### src/rtl/alu_arbiter.sv
// Two-requester arbiter/sequencer sharing one alu_dp: grant -> execute -> respond.
// Define ALU_ARB_RR_EN for round-robin arbitration; otherwise requester 0 has fixed priority.

module alu_dp (
  input  logic [2:0]  op,
  input  logic [31:0] a,
  input  logic [31:0] b,
  output logic [31:0] r,
  output logic [3:0]  flags
);
  always_comb begin
    r = 32'd0;
    case (op)
      3'd0:    r = a + b;
      3'd2:    r = a & b;
      3'd3:    r = a | b;
      3'd4:    r = a ^ b;
      default: r = 32'd0;
    endcase
  end

  // Unsigned compare: {gt, lt, eq, ne}
  assign flags = {a > b, a < b, a == b, a != b};
endmodule

module alu_arbiter #(
  parameter int CNT_W = 16
) (
  input  logic             clk,
  input  logic             rst,
  input  logic [1:0]       req_valid,
  input  logic [2:0]       req_op0,
  input  logic [2:0]       req_op1,
  input  logic [31:0]      req_a0,
  input  logic [31:0]      req_b0,
  input  logic [31:0]      req_a1,
  input  logic [31:0]      req_b1,
  output logic [1:0]       req_ready,
  output logic             rsp_valid,
  input  logic             rsp_ready,
  output logic             rsp_id,
  output logic [31:0]      rsp_r,
  output logic [3:0]       rsp_flags,
  output logic             busy,
  output logic [CNT_W-1:0] op_count
);
  typedef enum logic [1:0] {IDLE, EXEC, RESP} state_t;

  state_t      state_reg, state_next;
  logic [2:0]  op_reg;
  logic [31:0] a_reg, b_reg;
  logic        g_reg;
  logic        winner;
  logic        grant;
  logic        done;
  logic [31:0] alu_r;
  logic [3:0]  alu_flags;

`ifdef ALU_ARB_RR_EN
  logic ptr_reg;

  // On contention the pointer picks; a lone request wins outright.
  assign winner = (req_valid == 2'b11) ? ptr_reg : req_valid[1];

  always_ff @(posedge clk or posedge rst) begin
    if (rst) begin
      ptr_reg <= 1'b0;
    end else if (done) begin
      ptr_reg <= ~g_reg;
    end
  end
`else
  assign winner = ~req_valid[0];
`endif

  always_comb begin
    state_next = state_reg;
    req_ready  = 2'b00;
    grant      = 1'b0;
    done       = 1'b0;
    case (state_reg)
      IDLE: begin
        if ((|req_valid) && !rst) begin
          grant      = 1'b1;
          req_ready  = winner ? 2'b10 : 2'b01;
          state_next = EXEC;
        end
      end
      EXEC: state_next = RESP;
      RESP: begin
        if (rsp_ready) begin
          done       = 1'b1;
          state_next = IDLE;
        end
      end
      default: state_next = IDLE;
    endcase
  end

  always_ff @(posedge clk or posedge rst) begin
    if (rst) begin
      state_reg <= IDLE;
      op_reg    <= 3'd0;
      a_reg     <= 32'd0;
      b_reg     <= 32'd0;
      g_reg     <= 1'b0;
      rsp_id    <= 1'b0;
      rsp_r     <= 32'd0;
      rsp_flags <= 4'd0;
      op_count  <= '0;
    end else begin
      state_reg <= state_next;
      if (grant) begin
        op_reg <= winner ? req_op1 : req_op0;
        a_reg  <= winner ? req_a1 : req_a0;
        b_reg  <= winner ? req_b1 : req_b0;
        g_reg  <= winner;
      end
      if (state_reg == EXEC) begin
        rsp_id    <= g_reg;
        rsp_r     <= alu_r;
        rsp_flags <= alu_flags;
      end
      if (done) begin
        op_count <= op_count + CNT_W'(1);
      end
    end
  end

  alu_dp u_alu_dp (
    .op    (op_reg),
    .a     (a_reg),
    .b     (b_reg),
    .r     (alu_r),
    .flags (alu_flags)
  );

  assign rsp_valid = (state_reg == RESP);
  assign busy      = (state_reg != IDLE);
endmodule

### config.mk
export PLATFORM = sky130hd
export DESIGN_NAME = alu_arbiter
export DESIGN_NICKNAME = d
export VERILOG_FILES = /design/src/rtl/alu_arbiter.sv
export SDC_FILE = /design/constraint.sdc
export NUM_CORES = 1
export LEC_CHECK = 0
export BUFFER_PORTS_ARGS = -buffer_cell sky130_fd_sc_hd__buf_2
export CAP_MARGIN = 20
export CORE_MARGIN = 5
export CORE_UTILIZATION = 40
export CTS_CLUSTER_DIAMETER = 80
export DETAILED_ROUTE_END_ITERATION = 10
export PLACE_DENSITY = 0.74
export SYNTH_ARGS = -nofsm -noshare
export SYNTH_HDL_FRONTEND = slang
export SYNTH_SLANG_ARGS = --single-unit
### constraint.sdc
create_clock -name clk -period 4.7 [get_ports clk]
set_input_delay 0.235 -clock clk [delete_from_list [all_inputs] [get_ports clk]]
set_output_delay 0.235 -clock clk [all_outputs]
set_load 0.05 [all_outputs]
### Word level (Yosys, flattened, before mapping)

Index checks and enable logic that the tools add are counted.
Widths: inputs -> output; s select.

| storage, ports and cells | value |
|---|---|
| word-level logic and storage cells | 47 |
| bits in registers | 123 |
| input port bits | 139 |

| cells by class | value |
|---|---|
| bitwise logic cells | 4 |
| $lt $le $gt $ge | 2 |
| mux-type cells | 14 |
| $add $sub $neg | 2 |
| reduce and logical (&&, ||, !) cells | 7 |
| eq/ne operators | 9 |

Operator list:

| kind | count |
|---|---|
| $pmux 32 s4 | 1 |
| $mux 32 | 2 |
| $add 32x32->32 | 1 |
| $and 32x32->32 | 1 |
| $eq 32x32->1 | 1 |
| $gt 32x32->1 | 1 |
| $lt 32x32->1 | 1 |
| $ne 32x32->1 | 1 |
| $or 32x32->32 | 1 |
| $xor 32x32->32 | 1 |
| $add 16x1->16 const B | 1 |
| $mux 2 | 5 |
| $eq 3x2->1 const B | 2 |
| $pmux 2 s3 | 1 |
| $mux 1 | 4 |
| $eq 3x3->1 const B | 1 |
| $logic_not 3->1 | 1 |
| $mux 3 | 1 |
| $eq 2x1->1 const B | 1 |
| $eq 2x2->1 const B | 1 |
| $logic_not 2->1 | 1 |
| $ne 2x1->1 const B | 1 |
| $ne 2x2->1 const B | 1 |
| $reduce_and 2->1 | 1 |
| 5 further kinds | 5 |

### Depth between registers and ports, before layout

| logic depth | value |
|---|---|
| depth in word-level cells | 4 |
| depth in mapped cells | 12 |

### Cells and area by module

Synthesis repeated with hierarchy kept, for this count alone.

| unflattened totals | value |
|---|---|
| cells, all modules | 1,017 |
| area, all modules | 9,053.7 um2 |

By module, submodules not included:

| module | area each (um2) | cells an instance | seq. area each (um2) | times used |
|---|---|---|---|---|
| alu_arbiter | 5,273.8 | 444 | 3,078.0 | 1 |
| alu_dp | 3,779.9 | 573 | 0.0 | 1 |

### Least setup slack after synthesis

Ideal clock, no wire load.

| timing | value |
|---|---|
| kind | reg-to-reg |
| from | reg b_reg[0] |
| to | reg rsp_r[24] |
| buffers on the path | 0 |
| slack | 1.840 ns |
| data arrival time | 2.717 ns |
| clock period less this slack | 2.860 ns |
| data required time | 4.558 ns |
| cell stages (with the launch flop) | 12 |
| cells stage by stage | dfrtp_1 ha_1 fa_1 a21o_2 a221oi_2 nor4_2 a211oi_2 o31a_4 o21ai_0 a21boi_0 xor2_1 o221ai_1 |

| on the way | value |
|---|---|
| longest elaborated chain between the ends | 2 |

RTL lines:

| item | line | text |
|---|---|---|
| from (decl) | 51 | `logic [31:0] a_reg, b_reg;` |
| from (signal assigned) | 116 | `b_reg <= winner ? req_b1 : req_b0;` |
| $add 32x32->32 | 14 | `3'd0: r = a + b;` |
| $pmux 32 s4 | 13 | `case (op)` |
| to (signal assigned) | 121 | `rsp_r <= alu_r;` |
| to (decl) | 42 | `output logic [31:0] rsp_r,` |

Every way passes these cells.
A chain may end at the register's enable or synchronous reset.

### Final worst setup path

| timing | value |
|---|---|
| from | reg a_reg[0] |
| to | reg rsp_r[24] |

| on the way | value |
|---|---|
| longest elaborated chain between the ends | 2 |

RTL lines:

| item | line | text |
|---|---|---|
| from (decl) | 51 |  |
| from (signal assigned) | 115 | `a_reg <= winner ? req_a1 : req_a0;` |
| $add 32x32->32 | 14 |  |
| $pmux 32 s4 | 13 |  |

Every way passes these cells.

==> impl.org <==
** Timing
- The worst path meets setup with between 1 and 1.5 ns of slack.
- Across the routed clock network, the largest skew measured is around 0.011 ns.
- Tightest Pin Transition :: 0.901 ns
- Final number of max-transition violations :: 0
- Final setup TNS :: 0 ns
- Tmin final :: ~3.3 ns
- Final Hold Viols :: 0
- Worst hold slack across all endpoints :: roughly 0.032 ns
- Setup repair after global routing left no endpoint under its margin.
- The final critical path takes up a little over two thirds of the cycle.
- Setup violations remaining at the end of the flow were counted as 0.
- FMAX :: between 300 and 400 MHz
- Headroom to the max-slew limit came out at around two fifths.

** Synth
- After synthesis the netlist holds a flip-flop and latch count of roughly 120.
- The mapped netlist covers approximately 8800 µm².
- Synthesis produced between 900 and 1000 cells.
- Top cell type's share of synthesized area :: a little over a third
- Synthesized area divided by synthesized cell count :: a little over 9 µm²
- By instance count, the leading cell after synthesis is dfrtp_1.
- Synthesis produced a netlist with a net count of 1183.
- Yosys warnings :: 0
- For this run, asynchronously set or reset flops after synthesis account for 100%.
- Sorting the synthesized cells by how often they occur yields dfrtp_1 (123), ha_1 (97), inv_1 (95), a21oi_1 (70), a221o_1 (68).
- Most area-consuming cells after synthesis :: dfrtp_1 (35%), ha_1 (14%), a221o_1 (7.7%)
- Yosys cell types :: between 60 and 70
- Number of synthesized flops with an enable pin :: 0
- Cell accounting for the most synthesized area :: dfrtp_1
- The share of the Yosys chip area taken by registers is between 30% and 40%.
- Top_reg_cell synth :: dfrtp_1

** Placement
- During placement, the flow inserted port buffers numbering 195.
- Pre-CTS setup slack :: about 1.5 ns
- Final weighted congestion in routability-driven placement :: slightly below 0.9
- Standard cell area after detailed placement :: approximately 10000 µm²
- Detailed Place HPWL :: around 18000 µm

** Global routing
- Number of antenna violations at the first check in global routing :: 0
- Summed over all layers, the global routing overflow is 0.
- Overall global routing resource usage :: roughly a fifth
- The first global-routing pass estimated between 40000 and 50000 µm of wire.
- Via count of the first global-routing pass :: around 7800
- Pin count of the biggest net entering global routing :: a little under 60

** Clock network
- Number of setup buffers added after CTS :: 0
- Clock latency on the worst-skew pair, taken at its later pin, is 0.43 ns.
- Clk sink count :: around 120
- TritonCTS clock tree :: yes
- Library cell used as clock root buffer :: clkbuf_16
- CTS H-Tree Depth :: 4
- The clock passes through at most 2 buffers.
- Gates resized during post-CTS repair numbered 0.
- After clock tree synthesis, the clock-pin slew on the worst setup and hold paths is ~0.06 ns.
- Num CTS Buffers :: 17

** Layout
- From synthesis to final layout, the design area changed by 19.5%.
- After filler insertion, the fill cell instance count of the layout stands at between 2000 and 2500.
- The repair_antennas step left the layout with diodes totalling 0.
- In the final layout, the multi-input gates occupy 5070 µm².
- Once layout is done, the placed cells without fillers occupy around 11000 µm².
- Fraction of layout instances using a drive strength above 1 :: between 20% and 30%
- Registers take 3080 µm².
- At the end of the flow, the number of nets in the layout was 1344.

** Die
- Top Ports :: a little under 200
- Die Outline Area :: 25200 µm²
- Number of core rows :: 54
- Die width :: ~160 µm
- The floorplan step defined a core boundary enclosing 21800 µm².
- Once the floorplan was initialized, standard cells occupied between 40% and 50% of the core.
- From bottom edge to top edge, the die measures approximately 160 µm.

** Setup path
- The critical path is of the reg -> reg type.
- STA puts the critical path data required time at between 4 and 5 ns.
- Reg-to-reg slack, setup :: about 1.4 ns
- CP startpoint :: a_reg[0]
- In this run the critical register-to-register path is launched from a_reg[0].
- Data on the critical path arrives at its endpoint at ~3.6 ns.
- In this run the critical register-to-register path is captured at rsp_r[24].
- Endpoint class of the critical path :: register
- STA classifies the critical path startpoint as a register.
- Number of cells on the worst reg-to-reg path :: 11
- Worst Setup EP :: rsp_r[24]
- Highest net fanout along the worst path :: 5

** Job
- Max-cap violations in this run came to 0.

** Route
- The first detailed-routing pass took 6 iterations.
- In this run, the number of DRC markers left after iteration 0 of detailed routing was about 680.
- Routed Wire Length :: between 20000 and 30000 µm
- Dividing the detail-routed wire length by the instance count gives around 18 µm.
- Using the TritonRoute via totals, the vias-per-cell ratio works out to between 5 and 6.
- Number of nets with antenna violations after detailed routing :: 0
- The routed layout has roughly 7800 vias.
- After detailed routing, the number of remaining DRC violations is 0.

** Power
- For this design the ratio of total power to cell area is ~700 nW/µm².
- Overall power consumption after layout is estimated at about 7.5 mW.
- IR analysis of the VDD net gives a maximum drop of roughly 0.28 mV.
- Reported leakage power :: 5.13 nW

** Outcome
- The flow ran to the end, and the final reports show no timing, DRC or antenna violations.

** Hold path
- In this run the worst hold path is classified as in -> reg.
## metal layers
layer / global-route usage, % / share of wire [%] / vias up / routed length, µm
li1: - / - / 3738 / -
met1: 27.4 / 46 / 3722 / 11700
met2: 31.0 / 46 / 270 / 11700
met3: 4.17 / 6.2 / 34 / 1570
met4: 7.04 / 2.3 / 0 / 597
met5: 0 / 0 / - / 0
## area by class of cell
cell class	instances	area share, %
sequential	123	29.1
multi-input combinational	659	48.0
tap	280	3.31
clock buffer	17	4.03
timing repair buffer	211	10.5
clock inverter	15	1.66
inverter	95	3.40
## kinds of logic after synthesis
logic type | share of synthesized area [%]
AOI/OAI and AO/OA | 23.3
muxes | 1.61
xor gates and xnor gates | 3.96
buffers and inverters | 8.03
and+or+nand+nor | 14.3
adders and majority gates | 13.9
DFF | 34.8
## critical path, stage by stage (launching register included)
cell and delay (ns):
dfrtp_1 0.41, ha_1 0.28, fa_1 0.41, a21o_2 0.24
a221oi_2 0.42, nor4_2 0.10, a211oi_2 0.38, o31a_4 0.24
o21ai_0 0.14, a21boi_0 0.23, xor2_1 0.17, o221ai_1 0.13
## through the flow
stage                     util, %  cells
final                        48.4   1400
after floorplan                 -    946
after global routing         48.4   1400
after global placement       45.5   1366
after CTS                    48.3   1399
after detailed placement     45.5   1366
## layout by cell type, fill, tap and decap left out, types with 14 or more instances in the layout
cell type,instances
nor2_1,59
a21oi_1,70
buf_2,195
nor3b_1,67
nand2_1,51
ha_1,97
a211oi_1,14
a221o_1,68
xnor2_1,27
buf_4,14
inv_1,94
clkbuf_16,17
o21ai_0,31
dfrtp_1,122
## worst min path at each step
| stage | start | end | slack [ns] | cells past startpoint |
|---|---|---|---|---|
| 4_1_cts | req_b0[3] | b_reg[3] | 0.02 | 2 |
| 6_report | req_b0[3] | b_reg[3] | 0.03 | 2 |
| 3_5_place_dp | rst | op_count[1] | 0.43 | 2 |
| 3_3_place_gp | rst | op_count[1] | 0.43 | 2 |
| 5_1_grt | req_a0[23] | a_reg[23] | 0.03 | 2 |
| 2_1_floorplan | rsp_ready | state_reg[1] | 0.34 | 1 |
## power breakdown
part,total [mW],internal [mW],switching [mW],leakage (nW)
registers,1.86,1.46,0.405,1.55
logic,4.26,1.56,2.70,3.30
clock network,1.35,0.832,0.517,0.285
total,7.47,3.85,3.62,5.13
## repair_timing
| action | in CTS | in global routing |
|---|---|---|
| setup endpoints to repair | 0 | 0 |
| hold endpoints to repair | 56 | 0 |
| hold buffers | 1 | 0 |
(Power assumes the default switching activity.)
